==> config.mk <==
export PLATFORM = sky130hd
export DESIGN_NAME = mem_arbiter_flat
export DESIGN_NICKNAME = d
export VERILOG_FILES = /design/src/rtl/mem_arbiter_pkg.sv /design/src/rtl/mem_arbiter_if.sv /design/src/rtl/mem_arbiter_load_align.sv /design/src/rtl/mem_arbiter.sv /design/src/flat_wrapper.sv
export SDC_FILE = /design/constraint.sdc
export NUM_CORES = 1
export LEC_CHECK = 0
export ABC_AREA = 1
export CAP_MARGIN = 20
export CORE_AREA = 2 2 106 108
export CTS_CLUSTER_DIAMETER = 40
export DETAILED_ROUTE_END_ITERATION = 8
export DIE_AREA = 0 0 108 110
export DONT_BUFFER_PORTS = 1
export PLACE_DENSITY = 0.44
export SYNTH_ARGS = -nofsm -noshare
export SYNTH_HDL_FRONTEND = slang
export SYNTH_SLANG_ARGS = --single-unit
==> constraint.sdc <==
create_clock -name clk -period 3 [get_ports clk]
set_input_delay 0.9 -clock clk [delete_from_list [all_inputs] [get_ports clk]]
set_output_delay 0.9 -clock clk [all_outputs]
set_load 0.01 [all_outputs]
==> src/rtl/mem_arbiter_pkg.sv <==
// Shared CPU memory definitions: arbiter state encoding, access sizes and
// the store-side lane helpers used by mem_arbiter.
package cpuDefine;

    typedef enum logic [1:0] {
        IDLE  = 2'd0,
        FETCH = 2'd1,
        DATA  = 2'd2,
        RESP  = 2'd3
    } ArbState;

    localparam logic [1:0] MEM_B = 2'd0;
    localparam logic [1:0] MEM_H = 2'd1;
    localparam logic [1:0] MEM_W = 2'd2;

    // Size 3 falls into the default arm everywhere, so it behaves as a word.
    function automatic logic misaligned(input logic [1:0] size, input logic [1:0] a);
        case (size)
            MEM_B:   return 1'b0;
            MEM_H:   return a[0];
            default: return a != 2'b00;
        endcase
    endfunction

    function automatic logic [3:0] byte_en(input logic [1:0] size, input logic [1:0] a);
        case (size)
            MEM_B:   return 4'b0001 << a;
            MEM_H:   return 4'b0011 << {a[1], 1'b0};
            default: return 4'b1111;
        endcase
    endfunction

    function automatic logic [31:0] place_wdata(input logic [1:0] size, input logic [31:0] w);
        case (size)
            MEM_B:   return {4{w[7:0]}};
            MEM_H:   return {2{w[15:0]}};
            default: return w;
        endcase
    endfunction

endpackage

==> src/rtl/mem_arbiter_if.sv <==
// Bundle of fetch port, data port and SRAM bus around mem_arbiter.
// slave = the arbiter itself; master = the CPU/SRAM environment around it.
interface mem_arbiter_if;
    logic        if_req;
    logic [31:0] if_addr;
    logic [31:0] if_rdata;
    logic        if_ready;

    logic        d_req;
    logic        d_we;
    logic [1:0]  d_size;
    logic        d_unsign;
    logic [31:0] d_addr;
    logic [31:0] d_wdata;
    logic [31:0] d_rdata;
    logic        d_ready;
    logic        d_err;

    logic        sram_req;
    logic [3:0]  sram_we;
    logic [31:0] sram_addr;
    logic [31:0] sram_wdata;
    logic [31:0] sram_rdata;
    logic        sram_ack;

    modport slave (
        input  if_req, if_addr, d_req, d_we, d_size, d_unsign, d_addr, d_wdata,
               sram_rdata, sram_ack,
        output if_rdata, if_ready, d_rdata, d_ready, d_err,
               sram_req, sram_we, sram_addr, sram_wdata
    );

    modport master (
        output if_req, if_addr, d_req, d_we, d_size, d_unsign, d_addr, d_wdata,
               sram_rdata, sram_ack,
        input  if_rdata, if_ready, d_rdata, d_ready, d_err,
               sram_req, sram_we, sram_addr, sram_wdata
    );
endinterface

==> src/rtl/mem_arbiter_load_align.sv <==
// Combinational load path: picks the addressed byte/half out of the
// registered SRAM word and sign- or zero-extends it.
module load_align
    import cpuDefine::*;
(
    input  logic [31:0] word,
    input  logic [1:0]  addr_lo,
    input  logic [1:0]  size,
    input  logic        unsign,
    output logic [31:0] rdata
);

    logic [7:0]  b;
    logic [15:0] h;

    always_comb begin
        b = word[8*addr_lo +: 8];
        h = addr_lo[1] ? word[31:16] : word[15:0];
        case (size)
            MEM_B:   rdata = {{24{b[7] & ~unsign}}, b};
            MEM_H:   rdata = {{16{h[15] & ~unsign}}, h};
            default: rdata = word;
        endcase
    end

endmodule

==> src/rtl/mem_arbiter.sv <==
// Single-outstanding SRAM arbiter between instruction fetch and data access.
// Define MEM_ARB_FAIR_EN to bound how long fetch can be starved by data.
module mem_arbiter
    import cpuDefine::*;
#(
    parameter int unsigned STARVE_MAX = 4
) (
    input  logic         clk,
    input  logic         reset,
    mem_arbiter_if.slave bus
);

    ArbState     state_q, state_d;
    logic        data_gnt_q, data_gnt_d;
    logic        err_q, err_d;
    logic [31:0] rdata_q, rdata_d;
    logic [31:0] load_data;
    logic [1:0]  d_addr_lo;
    logic        mis, fetch_pri, data_win, store;

    assign d_addr_lo = bus.d_addr[1:0];
    assign mis       = misaligned(bus.d_size, d_addr_lo);
    assign data_win  = bus.d_req && !fetch_pri;

`ifdef MEM_ARB_FAIR_EN
    localparam logic [3:0] STARVE_LIM = 4'(STARVE_MAX);
    logic [3:0] starve_q, starve_d;

    assign fetch_pri = bus.if_req && (starve_q == STARVE_LIM);

    always_comb begin
        starve_d = starve_q;
        if (state_q == IDLE) begin
            if (data_win) begin
                if (bus.if_req && starve_q != STARVE_LIM) starve_d = starve_q + 4'd1;
            end else if (bus.if_req) begin
                starve_d = '0;
            end
        end
    end

    always_ff @(posedge clk) begin
        if (reset) starve_q <= '0;
        else       starve_q <= starve_d;
    end
`else
    assign fetch_pri = 1'b0;
`endif

    always_comb begin
        state_d    = state_q;
        data_gnt_d = data_gnt_q;
        err_d      = err_q;
        rdata_d    = rdata_q;
        case (state_q)
            IDLE: begin
                if (data_win) begin
                    data_gnt_d = 1'b1;
                    err_d      = mis;
                    rdata_d    = '0;
                    // Misaligned accesses answer straight away without touching the bus.
                    state_d    = mis ? RESP : DATA;
                end else if (bus.if_req) begin
                    data_gnt_d = 1'b0;
                    err_d      = 1'b0;
                    state_d    = FETCH;
                end
            end
            FETCH, DATA: begin
                if (bus.sram_ack) begin
                    rdata_d = bus.sram_rdata;
                    state_d = RESP;
                end
            end
            default: state_d = IDLE;
        endcase
    end

    always_ff @(posedge clk) begin
        if (reset) begin
            state_q    <= IDLE;
            data_gnt_q <= 1'b0;
            err_q      <= 1'b0;
            rdata_q    <= '0;
        end else begin
            state_q    <= state_d;
            data_gnt_q <= data_gnt_d;
            err_q      <= err_d;
            rdata_q    <= rdata_d;
        end
    end

    load_align u_load_align (
        .word   (rdata_q),
        .addr_lo(d_addr_lo),
        .size   (bus.d_size),
        .unsign (bus.d_unsign),
        .rdata  (load_data)
    );

    // Request inputs are held until ready, so the bus fields follow them directly.
    assign store          = (state_q == DATA) && bus.d_we;
    assign bus.sram_req   = (state_q == FETCH) || (state_q == DATA);
    assign bus.sram_addr  = (state_q == FETCH) ? {bus.if_addr[31:2], 2'b00} :
                            (state_q == DATA)  ? {bus.d_addr[31:2], 2'b00}  : '0;
    assign bus.sram_we    = store ? byte_en(bus.d_size, d_addr_lo) : 4'b0000;
    assign bus.sram_wdata = store ? place_wdata(bus.d_size, bus.d_wdata) : '0;

    assign bus.if_ready = (state_q == RESP) && !data_gnt_q;
    assign bus.d_ready  = (state_q == RESP) && data_gnt_q;
    assign bus.d_err    = bus.d_ready && err_q;
    assign bus.if_rdata = bus.if_ready ? rdata_q : '0;
    assign bus.d_rdata  = (bus.d_ready && !err_q && !bus.d_we) ? load_data : '0;

endmodule

==> src/flat_wrapper.sv <==
// flat-port wrapper written by rule: the top's interface ports become plain ports
module mem_arbiter_flat import cpuDefine::*;
#(
    parameter int unsigned STARVE_MAX = 4
)
  (clk, reset, bus_if_req, bus_if_addr, bus_d_req, bus_d_we, bus_d_size, bus_d_unsign, bus_d_addr, bus_d_wdata, bus_sram_rdata, bus_sram_ack, bus_if_rdata, bus_if_ready, bus_d_rdata, bus_d_ready, bus_d_err, bus_sram_req, bus_sram_we, bus_sram_addr, bus_sram_wdata);
  mem_arbiter_if bus_i ();
  input  logic clk;
  input  logic reset;
  input wire logic [$bits(bus_i.if_req)-1:0] bus_if_req;
  input wire logic [$bits(bus_i.if_addr)-1:0] bus_if_addr;
  input wire logic [$bits(bus_i.d_req)-1:0] bus_d_req;
  input wire logic [$bits(bus_i.d_we)-1:0] bus_d_we;
  input wire logic [$bits(bus_i.d_size)-1:0] bus_d_size;
  input wire logic [$bits(bus_i.d_unsign)-1:0] bus_d_unsign;
  input wire logic [$bits(bus_i.d_addr)-1:0] bus_d_addr;
  input wire logic [$bits(bus_i.d_wdata)-1:0] bus_d_wdata;
  input wire logic [$bits(bus_i.sram_rdata)-1:0] bus_sram_rdata;
  input wire logic [$bits(bus_i.sram_ack)-1:0] bus_sram_ack;
  output wire logic [$bits(bus_i.if_rdata)-1:0] bus_if_rdata;
  output wire logic [$bits(bus_i.if_ready)-1:0] bus_if_ready;
  output wire logic [$bits(bus_i.d_rdata)-1:0] bus_d_rdata;
  output wire logic [$bits(bus_i.d_ready)-1:0] bus_d_ready;
  output wire logic [$bits(bus_i.d_err)-1:0] bus_d_err;
  output wire logic [$bits(bus_i.sram_req)-1:0] bus_sram_req;
  output wire logic [$bits(bus_i.sram_we)-1:0] bus_sram_we;
  output wire logic [$bits(bus_i.sram_addr)-1:0] bus_sram_addr;
  output wire logic [$bits(bus_i.sram_wdata)-1:0] bus_sram_wdata;
  assign bus_i.if_req = bus_if_req;
  assign bus_i.if_addr = bus_if_addr;
  assign bus_i.d_req = bus_d_req;
  assign bus_i.d_we = bus_d_we;
  assign bus_i.d_size = bus_d_size;
  assign bus_i.d_unsign = bus_d_unsign;
  assign bus_i.d_addr = bus_d_addr;
  assign bus_i.d_wdata = bus_d_wdata;
  assign bus_i.sram_rdata = bus_sram_rdata;
  assign bus_i.sram_ack = bus_sram_ack;
  assign bus_if_rdata = bus_i.if_rdata;
  assign bus_if_ready = bus_i.if_ready;
  assign bus_d_rdata = bus_i.d_rdata;
  assign bus_d_ready = bus_i.d_ready;
  assign bus_d_err = bus_i.d_err;
  assign bus_sram_req = bus_i.sram_req;
  assign bus_sram_we = bus_i.sram_we;
  assign bus_sram_addr = bus_i.sram_addr;
  assign bus_sram_wdata = bus_i.sram_wdata;
  mem_arbiter #(.STARVE_MAX(STARVE_MAX)) u_core (.clk(clk), .reset(reset), .bus(bus_i));
endmodule
==> results of run 1 <==
==> flip-flops by register name, summed over array words and instances (netlist names) <==
name,count
u_core.rdata_q,32
u_core.state_q,2
u_core.data_gnt_q,1
u_core.err_q,1
==> layer usage <==
| layer | share of wire, % | wire length (um) |
|---|---|---|
| met5 | 0 | 0 |
| met4 | 1.2 | 165 |
| met3 | 6.6 | 884 |
| met2 | 53 | 7120 |
| met1 | 39 | 5150 |
==> logic make-up (layout without fill, tap and decap cells) <==
group	count (synthesis)	in the layout	share of synthesized area [%]
flops	36	36	21.3
buf+inv	112	116	14.6
simple gates	288	288	36.4
fa+ha+maj	5	5	1.85
other cells	1	2	0.111
compound gates	142	142	25.8
==> worst reg2reg max path, cell delays in order, from the launching register on <==
cell and delay, ns:
dfxtp_1 0.41, inv_1 0.09, ha_1 0.33, inv_2 0.05, or2_1 0.22, nand2_2 0.07
buf_4 0.48, a21oi_1 0.22, a211oi_1 0.19
==> Yosys cell counts <==
cell type  count  area [sq um]
buf_1          4          15.0
nand2_1      122           458
buf_2          4          20.0
inv_1         64           240
o21ai_1        2          10.0
a21oi_1       60           300
nand2_2        5          31.3
buf_4          7          52.6
ha_1           5          62.6
nand2_4        1          11.3
a22oi_1        9          67.6
or2_1          1          6.26
o22ai_1        8          50.1
o21ai_0       24           120
or2_2          1          6.26
inv_2          3          11.3
inv_4          1          6.26
nor3_1         2          10.0
nand3_2        1          10.0
a22oi_2        4          50.1
nor2_1        95           357
conb_1         1          3.75
o211ai_1       1          7.51
nor2_4         2          22.5
nand3_1       46           230
a21oi_4        1          16.3
buf_6          5          56.3
clkbuf_1      24          90.1
nor2_2        11          68.8
dfxtp_1       36           721
a211oi_1      33           248
nor3_4         1          16.3
==> power by group through the flow <==
stage | registers [mW] | logic (mW) | clock network [mW]
floorplan | 0.731 | 1.23 | 0
global placement | 0.804 | 1.47 | 0
detailed placement | 0.807 | 1.50 | 0
CTS | 0.795 | 1.51 | 0.486
global route | 0.807 | 1.70 | 0.506
finish | 0.789 | 1.49 | 0.476
==> final cells by class <==
cell class | count | area (sq um)
well taps | 140 | 175
multi-input cells | 437 | 2180
flip-flops and latches | 36 | 721
repair buffers | 40 | 300
fillers | 1221 | 6930
clock inverters | 1 | 30.0
inverters | 68 | 265
clock buffers | 7 | 96.3
==> per-stage QoR <==
step / std cells / total power, mW / setup WS [ns]
global route: 729 / 3.01 / 0.00878
global placement: 721 / 2.28 / 0.0910
detailed placement: 721 / 2.31 / 0.0579
finish: 729 / 2.75 / 0.141
CTS: 729 / 2.79 / 0.0541
floorplan: 585 / 1.97 / 0.229
==> worst paths after layout <==
path / endpoint / cells past startpoint / from / slack [ns]
setup / recovery: bus_d_rdata[26] / 9 / bus_d_size[1] / 0.14
hold / removal: u_core.rdata_q[0] / 2 / u_core.rdata_q[0] / 0.49
hold reg to reg: u_core.rdata_q[0] / 2 / u_core.rdata_q[0] / 0.49
setup reg to reg: u_core.rdata_q[0] / 8 / u_core.state_q[0] / 0.86
==> flow_summary_export.csv, run 1 <==
group,metric,value,unit
status,status,"finished, final reports clean",
finish,final_cell_mix,"nand2_1 (122), nor2_1 (88), inv_1 (62)",
timing,setup_viol,0,
clock_tree,cts_hold_buffers,0,
timing,setup_tns,0,ns
clock_tree,cts-root-buf,"clkbuf_8",
timing,slew_viol_final,0,
synthesis,ys.warnings.count,0,
finish,final_common_cell,"nand2_1",
worst_setup_path,cp-end-kind,"output port",
synthesis,yosysSeqAreaShare,21.3,%
worst_setup_path,path_buf_inv,1,
timing,slew_headroom,58.6,%
global_route,grt_pass1_wl,18900,um
worst_setup_path,cp_slowest_cell,"nor2_2",
timing,finalCriticalPeriod,2.86,ns
global_route,grt_pass1_vias,3421,
power_and_ir_drop,power_leakage,1.70,nW
synthesis,syn_area,0.00338,sq mm
worst_setup_path,path_max_fanout,16,
floorplanning,core-area,0.0107,sq mm
finish,stdcell_area,0.00377,sq mm
worst_setup_path,crit_path_max_incr_delay,0.20,ns
finish,syn2layout_area_growth,11.7,%
power_and_ir_drop,cellInternalPower,1.36,mW
worst_setup_path,crit_family,"simple AND/OR/NAND/NOR gates",
finish,fin_util,35.3,%
global_route,grt_use_met2,40.7,%
clock_tree,worst_skew_pair.late_latency,0.29,ns
placed_design,dp_hpwl,10600,um
worst_setup_path,cp.arrival,1.96,ns
clock_tree,clock-sinks,36,
global_route,grt_max_degree,65,
power_and_ir_drop,clock_power_share,17.3,%
clock_tree,htree_levels,2,
finish,fin_nets,730,
synthesis,synth_cell_types,32,
floorplanning,ioPinCount,273,
clock_tree,clk_pin_slew,0.08,ns
routing,drtPass1Iterations,4,
power_and_ir_drop,powerDensity,730,mW/mm^2
routing,ant_nets,0,
power_and_ir_drop,p_comb_share,54.1,%
finish,n_antenna_cell,0,
worst_setup_path,worstPathRequired,2.10,ns
routing,wl,13300,um
routing,vias_per_cell,5.25,
timing,finalCritPeriodShare,95.3,%
global_route,use_met3,3.47,%
clock_tree,postCtsSetupRepairBufs,0,
timing,finalClockSkew,0.00961,ns
worst_setup_path,crit_chain,"inv_2 -> nand2_1 -> nor2_2 -> nand2_1 -> nand2_2 -> nand2_2 -> nand3_2 -> nand2_4 -> nor2_2",
synthesis,ys_seq_elements,36,
global_route,grt.busiest_layer,"met2",
power_and_ir_drop,seqPwrFrac,28.6,%
global_route,track_usage,20.6,%
placed_design,numPortBuffers,0,
power_and_ir_drop,power.switching,1.39,mW
floorplanning,die_w,108,um
clock_tree,clk_path_buf_depth,2,
synthesis,synth_area_per_cell,5.78,sq um
clock_tree,cts_made_buffers,5,
timing,rsz0062_at_grt,"false",
floorplanning,initial_core_util,31.6,%
timing,clock.fmax,0.350,GHz
floorplanning,rows,38,
power_and_ir_drop,ir_worst_vdd,0.262,mV
routing,drtIter0Drc,235,
worst_setup_path,critPathLaunchType,"input port",
worst_setup_path,path_class,"in -> out",
routing,num_vias,3827,
synthesis,syn_inst,584,
global_route,grt.overflow.total,0,
placed_design,gp_congestion,0.822,
floorplanning,fp.dieArea,0.0119,sq mm
power_and_ir_drop,p_sw_share,50.6,%
floorplanning,die_h,110,um
finish,drive_gt1_share,14.9,%
global_route,met1_usage,23.2,%
worst_hold_path,min_path_type,"reg -> reg",
clock_tree,post_cts_resized,0,
timing,hold-worst-slack,0.494,ns
job,cap_viol_max_count,0,
timing,tightest_slew,0.621,ns
global_route,grt_antenna_before_repair,0,
routing,drc,0,
timing,hold_viol,0,
placed_design,dpl_cell_area,0.00362,sq mm
clock_tree,cts_tree,"yes",
routing,wl_per_cell,18.3,um
Note: power is estimated with default switching activity, not from simulation.
==> run 2: changes to the inputs <==
--- a/config.mk
+++ b/config.mk
@@ -6,13 +6,14 @@
 export NUM_CORES = 1
 export LEC_CHECK = 0
 export ABC_AREA = 1
-export CAP_MARGIN = 20
+export CAP_MARGIN = 10
 export CORE_AREA = 2 2 106 108
 export CTS_CLUSTER_DIAMETER = 40
 export DETAILED_ROUTE_END_ITERATION = 8
 export DIE_AREA = 0 0 108 110
 export DONT_BUFFER_PORTS = 1
 export PLACE_DENSITY = 0.44
+export REMOVE_ABC_BUFFERS = 1
 export SYNTH_ARGS = -nofsm -noshare
 export SYNTH_HDL_FRONTEND = slang
 export SYNTH_SLANG_ARGS = --single-unit
==> run 2 against run 1 <==
Die area did not move. Routed wire length up 1.5%. Sequential share of layout area down 0.11 points.
==> flow_summary_export.csv, run 2 (synthesis results as in run 1) <==
group,metric,value,unit
status,status,"finished, final reports clean",
timing,setup_tns,0,ns
finish,largest_reg_flops,32,
worst_setup_path,cp-end-kind,"output port",
power_and_ir_drop,power.switching,1.38,mW
global_route,grt_max_degree,37,
power_and_ir_drop,power_leakage,1.73,nW
placed_design,numPortBuffers,0,
power_and_ir_drop,p_comb_share,57.2,%
placed_design,dp_hpwl,10500,um
finish,top_register,"u_core.rdata_q",
routing,ant_nets,0,
worst_setup_path,cp.arrival,1.97,ns
routing,num_vias,3897,
clock_tree,clk_path_buf_depth,2,
floorplanning,initial_core_util,31.6,%
worst_setup_path,path_buf_inv,4,
worst_setup_path,critPathLaunchType,"input port",
floorplanning,ioPinCount,273,
global_route,track_usage,20.6,%
finish,final_common_cell,"nand2_1",
worst_setup_path,worstPathRequired,2.10,ns
finish,drive_gt1_share,14.5,%
floorplanning,fp.dieArea,0.0119,sq mm
placed_design,place_inst,727,
routing,drc,0,
power_and_ir_drop,total_power,2.70,mW
finish,fillCellCount,1228,
routing,wl,13500,um
finish,n_antenna_cell,0,
clock_tree,cts-root-buf,"clkbuf_8",
power_and_ir_drop,p_sw_share,51.3,%
routing,wl_per_cell,18.4,um
worst_hold_path,min_path_type,"reg -> reg",
timing,slew_viol_final,0,
global_route,grt.overflow.total,0,
worst_setup_path,crit_family,"buffers and inverters",
placed_design,gp_congestion,0.857,
floorplanning,core-area,0.0107,sq mm
job,cap_viol_max_count,0,
worst_setup_path,crit_path_max_incr_delay,0.28,ns
global_route,grt_pass1_vias,3449,
finish,fin_nets,737,
clock_tree,htree_levels,2,
worst_setup_path,cp_slowest_cell,"buf_4",
power_and_ir_drop,clock_power_share,14.2,%
routing,vias_per_cell,5.30,
clock_tree,cts_made_buffers,5,
worst_setup_path,path_max_fanout,24,
worst_setup_path,path_class,"in -> out",
clock_tree,clock-sinks,36,
worst_setup_path,critPathMostFrequentCell,"buf_4",
timing,hold_viol,0,
clock_tree,worst_skew_pair.late_latency,0.29,ns
timing,finalClockSkew,0.00784,ns
global_route,grt_pass1_wl,18900,um
floorplanning,rows,38,
finish,fin_cells,735,
floorplanning,die_w,108,um
finish,final_cell_mix,"nand2_1 (122), nor2_1 (94), inv_1 (64)",
finish,top_regs,"u_core.rdata_q (32), u_core.state_q (2)",
floorplanning,die_h,110,um
timing,finalCriticalPeriod,2.87,ns
timing,setup_viol,0,
finish,syn2layout_area_growth,12.4,%
routing,drtPass1Iterations,5,
power_and_ir_drop,cellInternalPower,1.31,mW
routing,drtIter0Drc,223,
worst_setup_path,r2r_slack,0.89,ns
clock_tree,clk_pin_slew,0.07,ns
timing,clock.fmax,0.348,GHz
timing,rsz0062_at_grt,"false",
clock_tree,cts_tree,"yes",
timing,finalCritPeriodShare,95.7,%
clock_tree,cts_hold_buffers,0,
power_and_ir_drop,powerDensity,711,mW/mm^2
global_route,grt_antenna_before_repair,0,
power_and_ir_drop,ir_worst_vdd,0.275,mV
worst_setup_path,crit_chain,"inv_2 -> buf_4 -> buf_4 -> o21ai_0 -> a21oi_1 -> buf_4",
power_and_ir_drop,seqPwrFrac,28.6,%
run 2: changes by cell type in the layout (fill, tap and decap cells not counted):
cell	change
buf_12	+1
nor2_2	-6
nand2_4	-1
nand2_8	+1
buf_4	+6
bufinv_16	-1
clkinvlp_4	-2
nor2_1	+6
inv_1	+2
run 2: what timing repair did:
action,in CTS,in global routing
setup endpoints to repair,0,1
hold endpoints to repair,0,0
gates resized for setup,0,2
buffers inserted,0,1
run 2: layout make-up:
type | count | area (sq um) | area share [%]
well taps | 140 | 175 | 4.62
clock buffers | 7 | 96.3 | 2.54
flip-flops and latches | 36 | 721 | 19.0
inverters | 68 | 258 | 6.79
repair buffers | 47 | 365 | 9.63
multi-input cells | 437 | 2180 | 57.4
run 2: worst reg2reg max path, cell delays in order, from the launching register on:
cell      delay (ns)
dfxtp_1         0.41
inv_1           0.09
ha_1            0.50
inv_2           0.07
or2_1           0.24
nand2_2         0.08
buf_4           0.32
a21oi_1         0.09
a211oi_1        0.20
run 2: power groups by stage:
stage	combinational, mW	sequential [mW]	clock, mW
2_1_floorplan	1.11	0.732	0
4_1_cts	1.55	0.772	0.398
3_3_place_gp	1.51	0.780	0
3_5_place_dp	1.54	0.783	0
5_1_grt	1.75	0.792	0.411
6_report	1.54	0.771	0.382
run 2: metrics by stage:
| stage | util (%) | cell area (sq um) | setup WS, ns | hold WS [ns] |
|---|---|---|---|---|
| finish | 35.5 | 3790 | 0.129 | 0.498 |
| detailed placement | 34.4 | 3680 | 0.0934 | 0.484 |
| global placement | 34.4 | 3680 | 0.129 | 0.474 |
| global route | 35.5 | 3790 | 0.0198 | 0.515 |
| CTS | 35.3 | 3770 | 0.0909 | 0.497 |
| floorplan | - | 3150 | -0.358 | 0.455 |
run 2: final timing paths:
path / startpoint / to / cells past startpoint
max: bus_d_size[1] / bus_sram_wdata[18] / 6
min reg2reg: u_core.rdata_q[3] / u_core.rdata_q[3] / 2
max reg2reg: u_core.state_q[0] / u_core.rdata_q[29] / 8
min: u_core.rdata_q[3] / u_core.rdata_q[3] / 2
run 2: layer usage:
metal | GRT usage [%] | part of all wire (%) | vias up
met4 | 6.14 | 2.0 | 0
met3 | 6.17 | 9.8 | 18
li1 | - | - | 1920
met5 | 0 | 0 | -
met2 | 37.6 | 50 | 191
met1 | 23.2 | 38 | 1768
